<file path="src/rtl/mem_port_arbiter_if.sv">
// Bundle of the loader, CPU and RAM-side signals of the memory port arbiter.
// The slave modport is the arbiter's view; master is the surrounding system.
interface mem_port_arbiter_if #(
  parameter int FIFO_DEPTH = 4
);
  localparam int LVL_W = $clog2(FIFO_DEPTH) + 1;

  // Serial loader write stream
  logic [11:0]      ld_addr;
  logic [17:0]      ld_data;
  logic             ld_we;
  logic             ld_busy;
  logic             ld_overflow;
  logic [LVL_W-1:0] fifo_level;

  // CPU memory interface
  logic             cpu_req;
  logic             cpu_we;
  logic [11:0]      cpu_addr;
  logic [17:0]      cpu_wdata;
  logic             cpu_ack;
  logic [17:0]      cpu_rdata;

  // Main RAM port
  logic             mem_en;
  logic             mem_we;
  logic [11:0]      mem_addr;
  logic [17:0]      mem_wdata;
  logic [17:0]      mem_rdata;

  modport slave (
    input  ld_addr, ld_data, ld_we,
    input  cpu_req, cpu_we, cpu_addr, cpu_wdata,
    input  mem_rdata,
    output ld_busy, ld_overflow, fifo_level,
    output cpu_ack, cpu_rdata,
    output mem_en, mem_we, mem_addr, mem_wdata
  );

  modport master (
    output ld_addr, ld_data, ld_we,
    output cpu_req, cpu_we, cpu_addr, cpu_wdata,
    output mem_rdata,
    input  ld_busy, ld_overflow, fifo_level,
    input  cpu_ack, cpu_rdata,
    input  mem_en, mem_we, mem_addr, mem_wdata
  );
endinterface

</file>
<file path="src/rtl/mem_port_arbiter.sv">
// Shares the single-port 4096 x 18 main RAM between the CPU (req/ack) and the
// serial program loader (write-only strobes, buffered in a small FIFO).
// A starvation counter forces a loader write after MAX_WAIT CPU wins.
module mem_port_arbiter #(
  parameter int FIFO_DEPTH = 4,
  parameter int MAX_WAIT   = 8
) (
  input  logic              clk,
  input  logic              rst,
  mem_port_arbiter_if.slave arb
);
  localparam int PTR_W = $clog2(FIFO_DEPTH);
  localparam int LVL_W = $clog2(FIFO_DEPTH) + 1;
  localparam int STV_W = $clog2(MAX_WAIT + 1);
  localparam int ENT_W = 30;

  typedef enum logic [2:0] {
    IDLE    = 3'd0,
    C_ISSUE = 3'd1,
    C_DATA  = 3'd2,
    C_ACK   = 3'd3,
    L_WRITE = 3'd4
  } state_t;

  state_t state_q, state_d;

  // Registered RAM port and CPU response
  logic             mem_en_q, mem_en_d;
  logic             mem_we_q, mem_we_d;
  logic [11:0]      mem_addr_q, mem_addr_d;
  logic [17:0]      mem_wdata_q, mem_wdata_d;
  logic             cpu_ack_q, cpu_ack_d;
  logic [17:0]      cpu_rdata_q, cpu_rdata_d;
  logic             cpu_we_q, cpu_we_d;
  logic [STV_W-1:0] starve_q, starve_d;

  // Loader FIFO
  logic [ENT_W-1:0] fifo_mem_q [FIFO_DEPTH];
  logic [PTR_W-1:0] wr_ptr_q, wr_ptr_d;
  logic [PTR_W-1:0] rd_ptr_q, rd_ptr_d;
  logic [LVL_W-1:0] level_q, level_d;
  logic             ovf_q, ovf_d;

  logic             fifo_empty;
  logic             fifo_full;
  logic             starve_sat;
  logic             pop;
  logic             push_ok;
  logic [ENT_W-1:0] fifo_head;

  assign fifo_empty = (level_q == '0);
  assign fifo_full  = (level_q == LVL_W'(FIFO_DEPTH));
  assign starve_sat = (starve_q >= STV_W'(MAX_WAIT));
  assign fifo_head  = fifo_mem_q[rd_ptr_q];
  // A pop in the same cycle frees a slot, so a push into a full FIFO still lands.
  assign push_ok    = arb.ld_we && (!fifo_full || pop);

  // Arbitration and access sequencing; pop is issued only from IDLE.
  always_comb begin
    state_d     = state_q;
    mem_en_d    = mem_en_q;
    mem_we_d    = mem_we_q;
    mem_addr_d  = mem_addr_q;
    mem_wdata_d = mem_wdata_q;
    cpu_ack_d   = 1'b0;
    cpu_rdata_d = cpu_rdata_q;
    cpu_we_d    = cpu_we_q;
    starve_d    = starve_q;
    pop         = 1'b0;

    case (state_q)
      IDLE: begin
        mem_en_d = 1'b0;
        mem_we_d = 1'b0;
        if (!fifo_empty && (!arb.cpu_req || starve_sat)) begin
          pop         = 1'b1;
          mem_en_d    = 1'b1;
          mem_we_d    = 1'b1;
          mem_addr_d  = fifo_head[29:18];
          mem_wdata_d = fifo_head[17:0];
          starve_d    = '0;
          state_d     = L_WRITE;
        end else if (arb.cpu_req) begin
          mem_en_d    = 1'b1;
          mem_we_d    = arb.cpu_we;
          mem_addr_d  = arb.cpu_addr;
          mem_wdata_d = arb.cpu_wdata;
          cpu_we_d    = arb.cpu_we;
          // Only CPU wins over a waiting loader count towards starvation.
          if (fifo_empty) begin
            starve_d = '0;
          end else if (!starve_sat) begin
            starve_d = starve_q + STV_W'(1);
          end
          state_d     = C_ISSUE;
        end
      end
      C_ISSUE: begin
        mem_en_d = 1'b0;
        mem_we_d = 1'b0;
        state_d  = C_DATA;
      end
      C_DATA: begin
        // RAM read data is valid now; writes leave the last read value in place.
        if (!cpu_we_q) begin
          cpu_rdata_d = arb.mem_rdata;
        end
        cpu_ack_d = 1'b1;
        state_d   = C_ACK;
      end
      C_ACK: begin
        // cpu_req is ignored here; a held request is re-arbitrated in IDLE.
        state_d = IDLE;
      end
      L_WRITE: begin
        mem_en_d = 1'b0;
        mem_we_d = 1'b0;
        state_d  = IDLE;
      end
      default: begin
        mem_en_d = 1'b0;
        mem_we_d = 1'b0;
        state_d  = IDLE;
      end
    endcase
  end

  // FSM state, RAM port and CPU response registers.
  always_ff @(posedge clk) begin
    if (rst) begin
      state_q     <= IDLE;
      mem_en_q    <= 1'b0;
      mem_we_q    <= 1'b0;
      mem_addr_q  <= '0;
      mem_wdata_q <= '0;
      cpu_ack_q   <= 1'b0;
      cpu_rdata_q <= '0;
      cpu_we_q    <= 1'b0;
      starve_q    <= '0;
    end else begin
      state_q     <= state_d;
      mem_en_q    <= mem_en_d;
      mem_we_q    <= mem_we_d;
      mem_addr_q  <= mem_addr_d;
      mem_wdata_q <= mem_wdata_d;
      cpu_ack_q   <= cpu_ack_d;
      cpu_rdata_q <= cpu_rdata_d;
      cpu_we_q    <= cpu_we_d;
      starve_q    <= starve_d;
    end
  end

  // FIFO pointer, occupancy and sticky-overflow next state.
  always_comb begin
    wr_ptr_d = wr_ptr_q;
    rd_ptr_d = rd_ptr_q;
    level_d  = level_q;
    ovf_d    = ovf_q;
    if (push_ok) begin
      wr_ptr_d = wr_ptr_q + PTR_W'(1);
    end
    if (pop) begin
      rd_ptr_d = rd_ptr_q + PTR_W'(1);
    end
    if (push_ok && !pop) begin
      level_d = level_q + LVL_W'(1);
    end else if (!push_ok && pop) begin
      level_d = level_q - LVL_W'(1);
    end
    if (arb.ld_we && !push_ok) begin
      ovf_d = 1'b1;
    end
  end

  // FIFO control registers; reset discards any queued loader words.
  always_ff @(posedge clk) begin
    if (rst) begin
      wr_ptr_q <= '0;
      rd_ptr_q <= '0;
      level_q  <= '0;
      ovf_q    <= 1'b0;
    end else begin
      wr_ptr_q <= wr_ptr_d;
      rd_ptr_q <= rd_ptr_d;
      level_q  <= level_d;
      ovf_q    <= ovf_d;
    end
  end

  // FIFO storage: {addr, data} per entry, no reset needed.
  always_ff @(posedge clk) begin
    if (push_ok) begin
      fifo_mem_q[wr_ptr_q] <= {arb.ld_addr, arb.ld_data};
    end
  end

  assign arb.mem_en      = mem_en_q;
  assign arb.mem_we      = mem_we_q;
  assign arb.mem_addr    = mem_addr_q;
  assign arb.mem_wdata   = mem_wdata_q;
  assign arb.cpu_ack     = cpu_ack_q;
  assign arb.cpu_rdata   = cpu_rdata_q;
  assign arb.fifo_level  = level_q;
  assign arb.ld_overflow = ovf_q;
  assign arb.ld_busy     = !fifo_empty || (state_q == L_WRITE);
endmodule

</file>
<file path="src/flat_wrapper.sv">
// flat-port wrapper written by rule: the top's interface ports become plain ports
module mem_port_arbiter_flat 
#(
  parameter int FIFO_DEPTH = 4,
  parameter int MAX_WAIT   = 8
)
  (clk, rst, arb_ld_addr, arb_ld_data, arb_ld_we, arb_cpu_req, arb_cpu_we, arb_cpu_addr, arb_cpu_wdata, arb_mem_rdata, arb_ld_busy, arb_ld_overflow, arb_fifo_level, arb_cpu_ack, arb_cpu_rdata, arb_mem_en, arb_mem_we, arb_mem_addr, arb_mem_wdata);
  mem_port_arbiter_if #(.FIFO_DEPTH(FIFO_DEPTH)) arb_i ();
  input  logic clk;
  input  logic rst;
  input wire logic [$bits(arb_i.ld_addr)-1:0] arb_ld_addr;
  input wire logic [$bits(arb_i.ld_data)-1:0] arb_ld_data;
  input wire logic [$bits(arb_i.ld_we)-1:0] arb_ld_we;
  input wire logic [$bits(arb_i.cpu_req)-1:0] arb_cpu_req;
  input wire logic [$bits(arb_i.cpu_we)-1:0] arb_cpu_we;
  input wire logic [$bits(arb_i.cpu_addr)-1:0] arb_cpu_addr;
  input wire logic [$bits(arb_i.cpu_wdata)-1:0] arb_cpu_wdata;
  input wire logic [$bits(arb_i.mem_rdata)-1:0] arb_mem_rdata;
  output wire logic [$bits(arb_i.ld_busy)-1:0] arb_ld_busy;
  output wire logic [$bits(arb_i.ld_overflow)-1:0] arb_ld_overflow;
  output wire logic [$bits(arb_i.fifo_level)-1:0] arb_fifo_level;
  output wire logic [$bits(arb_i.cpu_ack)-1:0] arb_cpu_ack;
  output wire logic [$bits(arb_i.cpu_rdata)-1:0] arb_cpu_rdata;
  output wire logic [$bits(arb_i.mem_en)-1:0] arb_mem_en;
  output wire logic [$bits(arb_i.mem_we)-1:0] arb_mem_we;
  output wire logic [$bits(arb_i.mem_addr)-1:0] arb_mem_addr;
  output wire logic [$bits(arb_i.mem_wdata)-1:0] arb_mem_wdata;
  assign arb_i.ld_addr = arb_ld_addr;
  assign arb_i.ld_data = arb_ld_data;
  assign arb_i.ld_we = arb_ld_we;
  assign arb_i.cpu_req = arb_cpu_req;
  assign arb_i.cpu_we = arb_cpu_we;
  assign arb_i.cpu_addr = arb_cpu_addr;
  assign arb_i.cpu_wdata = arb_cpu_wdata;
  assign arb_i.mem_rdata = arb_mem_rdata;
  assign arb_ld_busy = arb_i.ld_busy;
  assign arb_ld_overflow = arb_i.ld_overflow;
  assign arb_fifo_level = arb_i.fifo_level;
  assign arb_cpu_ack = arb_i.cpu_ack;
  assign arb_cpu_rdata = arb_i.cpu_rdata;
  assign arb_mem_en = arb_i.mem_en;
  assign arb_mem_we = arb_i.mem_we;
  assign arb_mem_addr = arb_i.mem_addr;
  assign arb_mem_wdata = arb_i.mem_wdata;
  mem_port_arbiter #(.FIFO_DEPTH(FIFO_DEPTH), .MAX_WAIT(MAX_WAIT)) u_core (.clk(clk), .rst(rst), .arb(arb_i));
endmodule
</file>
<file path="config.mk">
export PLATFORM = sky130hd
export DESIGN_NAME = mem_port_arbiter_flat
export DESIGN_NICKNAME = d
export VERILOG_FILES = /design/src/rtl/mem_port_arbiter_if.sv /design/src/rtl/mem_port_arbiter.sv /design/src/flat_wrapper.sv
export SDC_FILE = /design/constraint.sdc
export NUM_CORES = 1
export LEC_CHECK = 0
export ABC_AREA = 1
export BUFFER_PORTS_ARGS = -buffer_cell sky130_fd_sc_hd__buf_2
export CORE_MARGIN = 2
export CORE_UTILIZATION = 25
export DETAILED_ROUTE_END_ITERATION = 10
export MAX_ROUTING_LAYER = met4
export PLACE_DENSITY = 0.44
export SLEW_MARGIN = 10
export SYNTH_ARGS = -nofsm -noshare
export SYNTH_HDL_FRONTEND = slang
export SYNTH_SLANG_ARGS = --single-unit
</file>
<file path="constraint.sdc">
create_clock -name clk -period 2.6 [get_ports clk]
set_input_delay 0.13 -clock clk [delete_from_list [all_inputs] [get_ports clk]]
set_output_delay 0.13 -clock clk [all_outputs]
set_load 0.005 [all_outputs]
</file>
==> results by group, run 1 <==
Clocking
  – CTS tree: done
  – Clk sinks: 189
  – Max Buffers Root-to-Sink: 2
  – Post-cts sizing count: 0
  – CTS Buf Count: 17
  – Clock transition at path regs: 70 ps
  – Worst-Skew Late Latency: 430 ps
  – H-tree depth: 4
  – Clk root buf: clkbuf_16

Run
  – Max cap viols: 0

Placement
  – GPL Wtd Cong: 0.6909
  – IO Port Bufs: 138
  – DP HPWL: 11920 um
  – Post-Place Setup Slack: 311.5 ps
  – Post-DP Area: 0.009027 mm^2

Timing
  – Fin crit share: 89.44%
  – Final Skew: 19.62 ps
  – RSZ-0062 raised after global routing: no
  – Slew Limit Fails: 0
  – Final setup fails: 0
  – Worst slew margin relative to its limit: 44.10%
  – Highest clock rate: 430.0 MHz
  – Crit path time final: 2325 ps
  – Least-Margin Pin Slew: 838.5 ps
  – Worst setup margin: 274.6 ps
  – Final Hold Viols: 0

Critical path
  – Worst Setup End Kind: flip-flop
  – Critical Path Most Common Cell: nand2_1
  – Crit path max fanout: 6
  – Crit path required time: 2910 ps
  – Critical Path Source: u_core.state_q[1]
  – CP cell instances: inv_2 -> nand2_1 -> nor2_4 -> nand3_2 -> nand2_1 -> nand2_1 -> inv_1 -> ha_1 -> inv_1 -> fa_1 -> a21oi_1 -> o21ai_0 -> o21ai_0 -> a21oi_1
  – R2R Path Start: u_core.state_q[1]
  – Worst setup path class: flip-flop to flip-flop
  – Critical Path Start Type: flip-flop
  – CP Data Arrival Time: 2630 ps
  – Crit path largest cell delay: 370 ps
  – Slowest cell on crit path: fa_1

Route
  – Routed WL: 19220 um
  – ANT nets after route: 0
  – DRC: 0
  – DR vias: 5756
  – Vias per inst: 4.056
  – Pre-Repair DR Iteration Count: 4
  – Wirelength per Cell: 13.54 um
  – Drt initial violations: 208

GRT
  – Antenna violations before repair: 0
  – Largest net degree at the start of global routing: 68
  – GRT Util Overall: 12.31%
  – Grt ovf: 0
  – Vias in the first global route: 5638
  – First-pass GRT wire length: 30450 um

Pwr
  – Worst vdd ir: 0.5032 mV
  – P_leak: 4.294 nW
  – Design Power: 0.009856 W
  – Pwr Density: 973.9 mW/mm^2

Worst hold path
  – Hold Path Origin: arb_ld_we
  – Hold crit path type: primary input to flip-flop

Final layout
  – Final Instance Area: 0.01012 mm^2
  – Antenna diodes: 0
  – Ratio of cells with drive above 1 in the final layout: 22.19%
  – Multi-input gate area: 0.002326 mm^2
  – NumNets Final: 1101
  – Synthesis-to-finish area growth: 28.91%
  – Filler cells: 3225
  – Storage cell area: 0.004987 mm^2

Synthesis
  – Cells after Synth: 827
  – Synth Area per Inst: 9.492 um^2
  – Prevailing post-synth register cell: edfxtp_1
  – Post-synthesis register bit count: 189
  – Syn_nets: 918
  – Netlist cell types: 28
  – Sequential fraction of the synthesis area: 63.50%
  – YS warnings: 0
  – EDFF count, synth: 120
  – Synthesized cell area: 0.007850 mm^2
  – Async S/R FF share, synth: 0%

Die
  – Initial Util: 25.53%
  – Die Area: 0.03283 mm^2
  – Row count: 64
  – Chip Height: 181.2 um
  – IO Pins: 139
  – Core area: 0.03075 mm^2
  – Die W: 181.2 um

Run status
  – Status: complete, no violations
area by class of cell:
class                      instances  share of cell area, %
sequential                       189                  49.28
multi-input combinational        505                  22.98
timing repair buffer             205                  13.67
tap                              396                  4.896
clock buffer                      19                  4.278
inverter                          92                  3.412
clock inverter                    13                  1.471
per-stage QoR:
stage          utilization, %  hold WS [ps]  setup TNS [ps]  cells
5_1_grt                 32.91         26.98               0   1419
6_report                32.91         36.52               0   1419
3_3_place_gp            29.36         346.5               0   1336
3_5_place_dp            29.36         350.4               0   1336
4_1_cts                 32.91         9.850               0   1419
2_1_floorplan               -         228.9          -11610    827
where the power goes:
| group | switching (W) | internal, W |
|---|---|---|
| Clock | 0.00122 | 0.00137 |
| Sequential | 0.000229 | 0.00376 |
| Combinational | 0.00212 | 0.00116 |
| Total | 0.00357 | 0.00629 |
state kept, by name (all words and copies together) (netlist names), named ones only:
register,cells
u_core.arb.mem_addr,12
u_core.rd_ptr_q,2
u_core.arb.fifo_level,3
u_core.arb.cpu_ack,1
u_core.fifo_mem_q,120
u_core.arb.cpu_rdata,18
u_core.state_q,3
u_core.arb.mem_we,1
u_core.starve_q,4
u_core.arb.ld_overflow,1
u_core.cpu_we_q,1
u_core.arb.mem_en,1
u_core.arb.mem_wdata,18
u_core.wr_ptr_q,2
routing by layer:
metal | wire length [um] | vias to the layer above | share of wire, % | GRT usage, %
li1 | - | 3039 | - | -
met1 | 9316 | 2576 | 48 | 15.00
met2 | 9027 | 135 | 47 | 20.69
met3 | 751 | 6 | 3.9 | 2.278
met4 | 122 | 0 | 0.63 | 3.805
met5 | 0 | - | 0 | -
synthesized netlist by cell type, types with 2 or more instances:
| master | n | area share (%) |
|---|---|---|
| nand2_1 | 197 | 9.4 |
| edfxtp_1 | 120 | 46 |
| nor2_1 | 109 | 5.2 |
| nand3_1 | 100 | 6.4 |
| inv_1 | 85 | 4.1 |
| dfxtp_1 | 69 | 18 |
| a21oi_1 | 30 | 1.9 |
| o21ai_0 | 28 | 1.8 |
| buf_2 | 19 | 1.2 |
| clkbuf_1 | 13 | 0.62 |
| nor2_2 | 11 | 0.88 |
| a21oi_2 | 10 | 1.1 |
| ha_1 | 7 | 1.1 |
| inv_2 | 6 | 0.29 |
| nand2_2 | 4 | 0.32 |
| buf_1 | 3 | 0.14 |
| buf_6 | 3 | 0.43 |
| buf_8 | 2 | 0.38 |
| nor2_4 | 2 | 0.29 |
cells in the final DEF (no fill, tap or decap), types with 10 or more instances in the layout:
master         instances
dlygate4sd3_1         51
nor2_1               105
buf_2                138
inv_1                 83
nand2_1              197
a21oi_2               10
o21ai_0               28
edfxtp_1             120
buf_4                 11
nor2_2                11
nand3_1              100
clkbuf_16             17
a21oi_1               30
dfxtp_1               67
what timing repair did:
item / 4_1_cts / 5_1_grt
hold buffers: 51 / 0
endpoints found under the hold margin: 143 / 0
buffers inserted: 0 / 0
path summary, 6_finish.rpt:
kind                              end  slack, ps  cells after the start
min            u_core.arb.ld_overflow         40                      3
max          u_core.arb.fifo_level[2]        270                     14
min reg2reg    u_core.arb.ld_overflow        450                      2
max reg2reg  u_core.arb.fifo_level[2]        270                     14
worst max-delay path: cells and delay by family (launching register included):
family	cells	cell delay (ps)
AOI/OAI and AO/OA	4	480
DFF	1	310
adders and majority gates	2	500
and+or+nand+nor	5	720
buffers and inverters	3	200
cells by family after synthesis:
group                    share of synthesized area (%)
AO/OA/AOI/OAI                                    5.052
flip-flops                                       63.50
adder cells (fa/ha/maj)                          1.371
AND/OR/NAND/NOR                                  22.82
buffers and inverters                            7.252
Note: power is estimated with default switching activity, not from simulation.
==> inputs of run 2 (changes only) <==
--- a/config.mk
+++ b/config.mk
@@ -12,6 +12,7 @@
 export DETAILED_ROUTE_END_ITERATION = 10
 export MAX_ROUTING_LAYER = met4
 export PLACE_DENSITY = 0.44
+export REMOVE_ABC_BUFFERS = 1
 export SLEW_MARGIN = 10
 export SYNTH_ARGS = -nofsm -noshare
 export SYNTH_HDL_FRONTEND = slang
==> run 2 against run 1 <==
  * Die area unchanged
  * Global-route usage is 0.071 points lower
  * Critical endpoint unchanged
  * Clock skew is 4.5 ps lower
  * Core utilization about the same
  * Highest routed layer unchanged
  * Setup slack improved by 37 ps
  * Register-to-register slack better by 40 ps
  * Sequential share of layout area decreased by 0.067 points
  * Clock-buffer cell count is 3 higher
  * Critical path depth did not move
==> results by group, run 2 (synthesis results as in run 1) <==
Route
  – Pre-Repair DR Iteration Count: 4 (unchanged)
  – Drt initial violations: 284 (was 208)
  – DRC: 0 (unchanged)
  – DR vias: 5789 (was 5756)
  – ANT nets after route: 0 (unchanged)
  – Wirelength per Cell: 13.52 um (was 13.54 um)
  – Routed WL: 19190 um (was 19220 um)
  – Vias per inst: 4.080 (was 4.056)

Timing
  – Final Skew: 15.13 ps (was 19.62 ps)
  – Fin crit share: 88.00% (was 89.44%)
  – Highest clock rate: 437.0 MHz (was 430.0 MHz)
  – Worst slew margin relative to its limit: 47.98% (was 44.10%)
  – Final setup fails: 0 (unchanged)
  – Crit path time final: 2288 ps (was 2325 ps)
  – Final Hold Viols: 0 (unchanged)
  – Least-Margin Pin Slew: 780.2 ps (was 838.5 ps)
  – Slew Limit Fails: 0 (unchanged)
  – Worst setup margin: 311.9 ps (was 274.6 ps)
  – RSZ-0062 raised after global routing: no (unchanged)

Die
  – Initial Util: 25.53% (unchanged)
  – Core area: 0.03075 mm^2 (unchanged)
  – Die W: 181.2 um (unchanged)
  – Chip Height: 181.2 um (unchanged)
  – IO Pins: 139 (unchanged)
  – Die Area: 0.03283 mm^2 (unchanged)
  – Row count: 64 (unchanged)

Critical path
  – Worst setup path class: flip-flop to flip-flop (unchanged)
  – RR Endpoint: u_core.arb.fifo_level[2] (unchanged)
  – Critical Path Most Common Cell: nand2_1 (unchanged)
  – Crit path max fanout: 6 (unchanged)
  – Crit path required time: 2900 ps (was 2910 ps)
  – CP Data Arrival Time: 2590 ps (was 2630 ps)
  – Slowest cell on crit path: fa_1 (unchanged)
  – R2R Path Start: u_core.state_q[1] (unchanged)
  – R2r setup slk: 310 ps (was 270 ps)
  – R2R depth: 14 (unchanged)
  – CP cell instances: inv_2 -> nand2_1 -> nor2_4 -> nand3_2 -> nand2_1 -> nand2_1 -> inv_1 -> ha_1 -> inv_1 -> fa_1 -> a21oi_1 -> o21ai_0 -> o21ai_0 -> a21oi_1 (unchanged)
  – Worst Path Buf+Inv: 3 (unchanged)
  – Cell family with most CP delay: simple AND/OR/NAND/NOR gates (unchanged)
  – Critical Path Start Type: flip-flop (unchanged)
  – Worst Setup End Kind: flip-flop (unchanged)
  – Crit path largest cell delay: 370 ps (about the same)

Pwr
  – Worst vdd ir: 0.4899 mV (was 0.5032 mV)
  – P_leak: 4.298 nW (was 4.294 nW)
  – Pwr Density: 973.1 mW/mm^2 (was 973.9 mW/mm^2)
  – Design Power: 0.009861 W (was 0.009856 W)

Placement
  – IO Port Bufs: 138 (unchanged)
  – Cells after DPL: 1336 (unchanged)
  – Post-Place Setup Slack: 309.6 ps (was 311.5 ps)
  – GPL Wtd Cong: 0.7035 (was 0.6909)
  – DP HPWL: 11680 um (was 11920 um)
  – Post-DP Area: 0.009052 mm^2 (was 0.009027 mm^2)

GRT
  – Largest net degree at the start of global routing: 68 (unchanged)
  – First-pass GRT wire length: 30440 um (was 30450 um)
  – Grt ovf: 0 (unchanged)
  – Antenna violations before repair: 1 (was 0)
  – GRT Util Overall: 12.24% (was 12.31%)
  – Vias in the first global route: 5608 (was 5638)

Final layout
  – Filler cells: 3240 (was 3225)
  – Most frequent cells in the layout: 197 x nand2_1, 138 x buf_2, 120 x edfxtp_1 (unchanged)
  – Biggest register: u_core.fifo_mem_q (unchanged)
  – Final Instance Area: 0.01013 mm^2 (was 0.01012 mm^2)
  – Synthesis-to-finish area growth: 29.09% (was 28.91%)
  – NumNets Final: 1100 (was 1101)
  – Fin util: 32.95% (was 32.91%)
  – Max reg flops: 120 (unchanged)
  – Commonest non-fill, non-tap cell in the layout: nand2_1 (unchanged)
  – Multi-input gate area: 0.002326 mm^2 (unchanged)
  – Final Non-Filler Cells: 1419 (unchanged)
  – Storage cell area: 0.004987 mm^2 (unchanged)
  – Ratio of cells with drive above 1 in the final layout: 21.92% (was 22.19%)

Clocking
  – Clk root buf: clkbuf_16 (unchanged)
  – Hold_buf cts: 50 (was 51)
  – Post-cts sizing count: 0 (unchanged)
  – Clock transition at path regs: 70 ps (about the same)
  – Worst-Skew Late Latency: 430 ps (about the same)
  – Clk sinks: 189 (unchanged)
  – CTS tree: done (unchanged)
  – Post-CTS setup repair buffer count: 0 (unchanged)
  – Max Buffers Root-to-Sink: 2 (unchanged)
  – CTS Buf Count: 17 (unchanged)
  – H-tree depth: 4 (unchanged)

Worst hold path
  – Hold Path Sink: u_core.arb.mem_wdata[5] (was u_core.arb.ld_overflow)
  – Hold depth: 5 (was 3)
  – Hold Path Origin: arb_cpu_wdata[5] (was arb_ld_we)
  – Hold crit path type: primary input to flip-flop (unchanged)

Run status
  – Status: complete, no violations (unchanged)

Run
  – Max cap viols: 0 (unchanged)
## run 2: layer usage
metal  vias up  GRT usage, %  share of wire (%)
li1       3037             -                  -
met1      2663         15.04                 47
met2        76         20.52                 49
met3        13         2.419                2.9
met4         0         3.317               0.97
met5         -             -                  0
## run 2: how the worst max path moves through the flow
stage / from / end / slack [ps] / cells past startpoint
floorplan: flip-flop / u_core.arb.mem_addr[0] / -560 / 5
global placement: u_core.state_q[1] / u_core.arb.fifo_level[2] / 330 / 14
finish: u_core.state_q[1] / u_core.arb.fifo_level[2] / 310 / 14
global route: u_core.state_q[1] / u_core.arb.fifo_level[2] / 50 / 14
detailed placement: u_core.state_q[1] / u_core.arb.fifo_level[2] / 310 / 14
CTS: u_core.state_q[1] / u_core.arb.fifo_level[2] / 300 / 14
## run 2: worst min-delay path, delay by kind of cell
family          cells  cell delay [ps]
buf+inv             2              130
compound gates      1               60
simple gates        2              100
## run 2: stage by stage
stage	setup TNS, ps	hold WS (ps)
floorplan	-28210	199.1
global placement	0	350.7
detailed placement	0	350.1
CTS	0	25.48
global route	0	42.94
finish	0	46.68
## run 2: power by group
| group | total, W | internal (W) | leakage, nW | switching, W |
|---|---|---|---|---|
| logic | 0.00330 | 0.00119 | 2.35 | 0.00211 |
| clock network | 0.00258 | 0.00147 | 0.276 | 0.00111 |
| registers | 0.00398 | 0.00376 | 1.67 | 0.000219 |
| total | 0.00986 | 0.00642 | 4.30 | 0.00344 |
## run 2: cell type report
cell class / instances / share of cell area (%)
diodes: 1 / 0.02469
repair buffers: 204 / 13.80
clock inverters: 10 / 1.124
well taps: 396 / 4.889
inverters: 92 / 3.408
clock buffers: 22 / 4.581
multi-input cells: 505 / 22.95
flip-flops and latches: 189 / 49.22
==> inputs of run 3 (changes only) <==
--- a/config.mk
+++ b/config.mk
@@ -7,7 +7,6 @@
 export LEC_CHECK = 0
 export ABC_AREA = 1
 export BUFFER_PORTS_ARGS = -buffer_cell sky130_fd_sc_hd__buf_2
-export CORE_MARGIN = 2
 export CORE_UTILIZATION = 25
 export DETAILED_ROUTE_END_ITERATION = 10
 export MAX_ROUTING_LAYER = met4
==> run 3 against run 2 <==
  * The run now ends with design-rule violations left
  * Routed wire length increased by 2.7%
  * Clock power increased by 5%
  * Register-to-register slack improved by 80 ps
  * Clock-buffer cell count decreased by 4
  * Maximum frequency increased by 3.7%
  * Cell area increased by 0.15%
  * Sequential share of layout area decreased by 0.073 points
  * Flip-flop and latch count unchanged
  * Critical path depth unchanged
  * Sequential power about the same
==> results by group, run 3 (synthesis results as in run 1) <==
Timing
  – Crit path time final: 2207 ps (was 2288 ps)
  – Final Skew: 13.97 ps (was 15.13 ps)
  – Worst slew margin relative to its limit: 52.18% (was 47.98%)
  – RSZ-0062 raised after global routing: no (unchanged)
  – Hold slack: 40.49 ps (was 46.68 ps)
  – Final Hold Viols: 0 (unchanged)
  – Least-Margin Pin Slew: 717.3 ps (was 780.2 ps)
  – Highest clock rate: 453.2 MHz (was 437.0 MHz)
  – Fin crit share: 84.87% (was 88.00%)
  – Final setup fails: 0 (unchanged)
  – Slew Limit Fails: 0 (unchanged)

Pwr
  – Worst vdd ir: 0.4720 mV (was 0.4899 mV)
  – Reg power frac: 39.7% (was 40.4%)
  – Psw: 0.003593 W (was 0.003436 W)
  – Sw Ratio: 35.84% (was 34.85%)
  – Comb power frac: 33.4% (was 33.5%)
  – Pwr Density: 987.8 mW/mm^2 (was 973.1 mW/mm^2)
  – P_leak: 4.301 nW (was 4.298 nW)
  – Int Pwr: 0.006432 W (was 0.006425 W)
  – Clock power frac: 26.9% (was 26.2%)

GRT
  – GRT Util Overall: 12.72% (was 12.24%)
  – Grt ovf: 0 (unchanged)
  – Antenna violations before repair: 1 (unchanged)
  – First-pass GRT wire length: 29850 um (was 30440 um)
  – Vias in the first global route: 5453 (was 5608)
  – Largest net degree at the start of global routing: 61 (was 68)

Route
  – Vias per inst: 4.073 (was 4.080)
  – Wirelength per Cell: 13.88 um (was 13.52 um)
  – Drt initial violations: 322 (was 284)
  – Pre-Repair DR Iteration Count: 7 (was 4)
  – Routed WL: 19700 um (was 19190 um)
  – DR vias: 5779 (was 5789)
  – ANT nets after route: 0 (unchanged)
  – DRC: 12 (was 0)

Critical path
  – Worst Path Buf+Inv: 3 (unchanged)
  – Crit path required time: 2920 ps (was 2900 ps)
  – CP Data Arrival Time: 2520 ps (was 2590 ps)
  – CP cell instances: inv_2 -> nand2_1 -> nor2_4 -> nand3_2 -> nand2_2 -> nand2_1 -> inv_1 -> ha_1 -> inv_1 -> fa_1 -> a21oi_1 -> o21ai_0 -> o21ai_1 -> a21oi_1 (was inv_2 -> nand2_1 -> nor2_4 -> nand3_2 -> nand2_1 -> nand2_1 -> inv_1 -> ha_1 -> inv_1 -> fa_1 -> a21oi_1 -> o21ai_0 -> o21ai_0 -> a21oi_1)
  – Worst setup path class: flip-flop to flip-flop (unchanged)
  – Cell family with most CP delay: simple AND/OR/NAND/NOR gates (unchanged)
  – Crit path largest cell delay: 380 ps (was 370 ps)
  – Worst Setup End Kind: flip-flop (unchanged)
  – Critical Path Start Type: flip-flop (unchanged)
  – Slowest cell on crit path: fa_1 (unchanged)
  – Crit path max fanout: 5 (was 6)

Clocking
  – CTS Buf Count: 17 (unchanged)
  – Clk sinks: 189 (unchanged)
  – Clock transition at path regs: 70 ps (about the same)
  – Clk root buf: clkbuf_16 (unchanged)
  – Worst-Skew Late Latency: 440 ps (was 430 ps)
  – Max Buffers Root-to-Sink: 2 (unchanged)
  – CTS tree: done (unchanged)
  – H-tree depth: 4 (unchanged)

Worst hold path
  – Hold crit path type: primary input to flip-flop (unchanged)

Die
  – Initial Util: 25.53% (unchanged)
  – Chip Height: 179.2 um (was 181.2 um)
  – Die Area: 0.03211 mm^2 (was 0.03283 mm^2)
  – Row count: 64 (unchanged)
  – Core area: 0.03075 mm^2 (unchanged)
  – IO Pins: 139 (unchanged)
  – Die W: 179.2 um (was 181.2 um)

Final layout
  – Commonest non-fill, non-tap cell in the layout: nand2_1 (unchanged)
  – Max reg flops: 120 (unchanged)
  – Synthesis-to-finish area growth: 29.28% (was 29.09%)
  – Ratio of cells with drive above 1 in the final layout: 22.50% (was 21.92%)
  – Biggest register: u_core.fifo_mem_q (unchanged)
  – Most frequent cells in the layout: 196 x nand2_1, 138 x buf_2, 120 x edfxtp_1 (was 197 x nand2_1, 138 x buf_2, 120 x edfxtp_1)
  – Final Non-Filler Cells: 1419 (unchanged)
  – NumNets Final: 1100 (unchanged)

Placement
  – GPL Wtd Cong: 0.7503 (was 0.7035)
  – IO Port Bufs: 138 (unchanged)
  – Cells after DPL: 1334 (was 1336)
  – DP HPWL: 12030 um (was 11680 um)

Run status
  – Status: finished, violations left (was complete, no violations)
  – Failing checks: design-rule violations

Run
  – Max cap viols: 0 (unchanged)
run 3: per-layer routing:
metal  wire length (um)  global-route usage [%]  vias to the layer above
li1                   -                       -                     3038
met1               9165                   15.77                     2659
met2               9749                   21.03                       64
met3                548                   2.375                       18
met4                233                   3.711                        0
met5                  0                       -                        -
run 3: final cells by class:
| cell class | instances | area [um^2] |
|---|---|---|
| clock buffer | 18 | 429.2 |
| tap | 396 | 495.5 |
| antenna | 1 | 2.502 |
| fill | 3227 | 20600 |
| clock inverter | 14 | 173.9 |
| sequential | 189 | 4987 |
| timing repair buffer | 204 | 1386 |
| inverter | 92 | 345.3 |
| multi-input combinational | 505 | 2328 |
run 3: what timing repair did:
item	CTS	global route
endpoints found under the hold margin	144	0
hold buffers	50	0
setup buffers	0	2
endpoints found under the setup margin	0	1
gates resized for setup	0	2
run 3: final timing paths:
check,from,endpoint,slack [ps],cells past startpoint
max,u_core.state_q[1],u_core.arb.fifo_level[2],390,14
min,arb_cpu_wdata[10],u_core.arb.mem_wdata[10],40,5
max reg2reg,u_core.state_q[1],u_core.arb.fifo_level[2],390,14
min reg2reg,u_core.arb.ld_overflow,u_core.arb.ld_overflow,450,2
run 3: worst register-to-register path: stages (launching register included):
cell	delay [ps]
dfxtp_1	310
inv_2	70
nand2_1	100
nor2_4	170
nand3_2	150
nand2_2	130
nand2_1	80
inv_1	60
ha_1	140
inv_1	60
fa_1	380
a21oi_1	140
o21ai_0	120
o21ai_1	140
a21oi_1	50
run 3: through the flow:
stage	utilization, %	TNS (ps)	cell area [um^2]	power, W	worst slack [ps]
2_1_floorplan	-	-28210	7626	0.006084	-559.8
4_1_cts	32.94	0	10130	0.01017	278.4
3_3_place_gp	29.35	0	9025	0.007343	342.3
5_1_grt	33.00	0	10150	0.01079	44.01
3_5_place_dp	29.35	0	9025	0.007380	317.7
6_report	33.00	0	10150	0.01003	393.5
run 3: power by group through the flow:
stage	logic [W]	registers, W	clock network, W
floorplan	0.00194	0.00415	0
global placement	0.00330	0.00404	0
detailed placement	0.00333	0.00405	0
CTS	0.00341	0.00398	0.00278
global route	0.00385	0.00404	0.00289
finish	0.00335	0.00398	0.00270
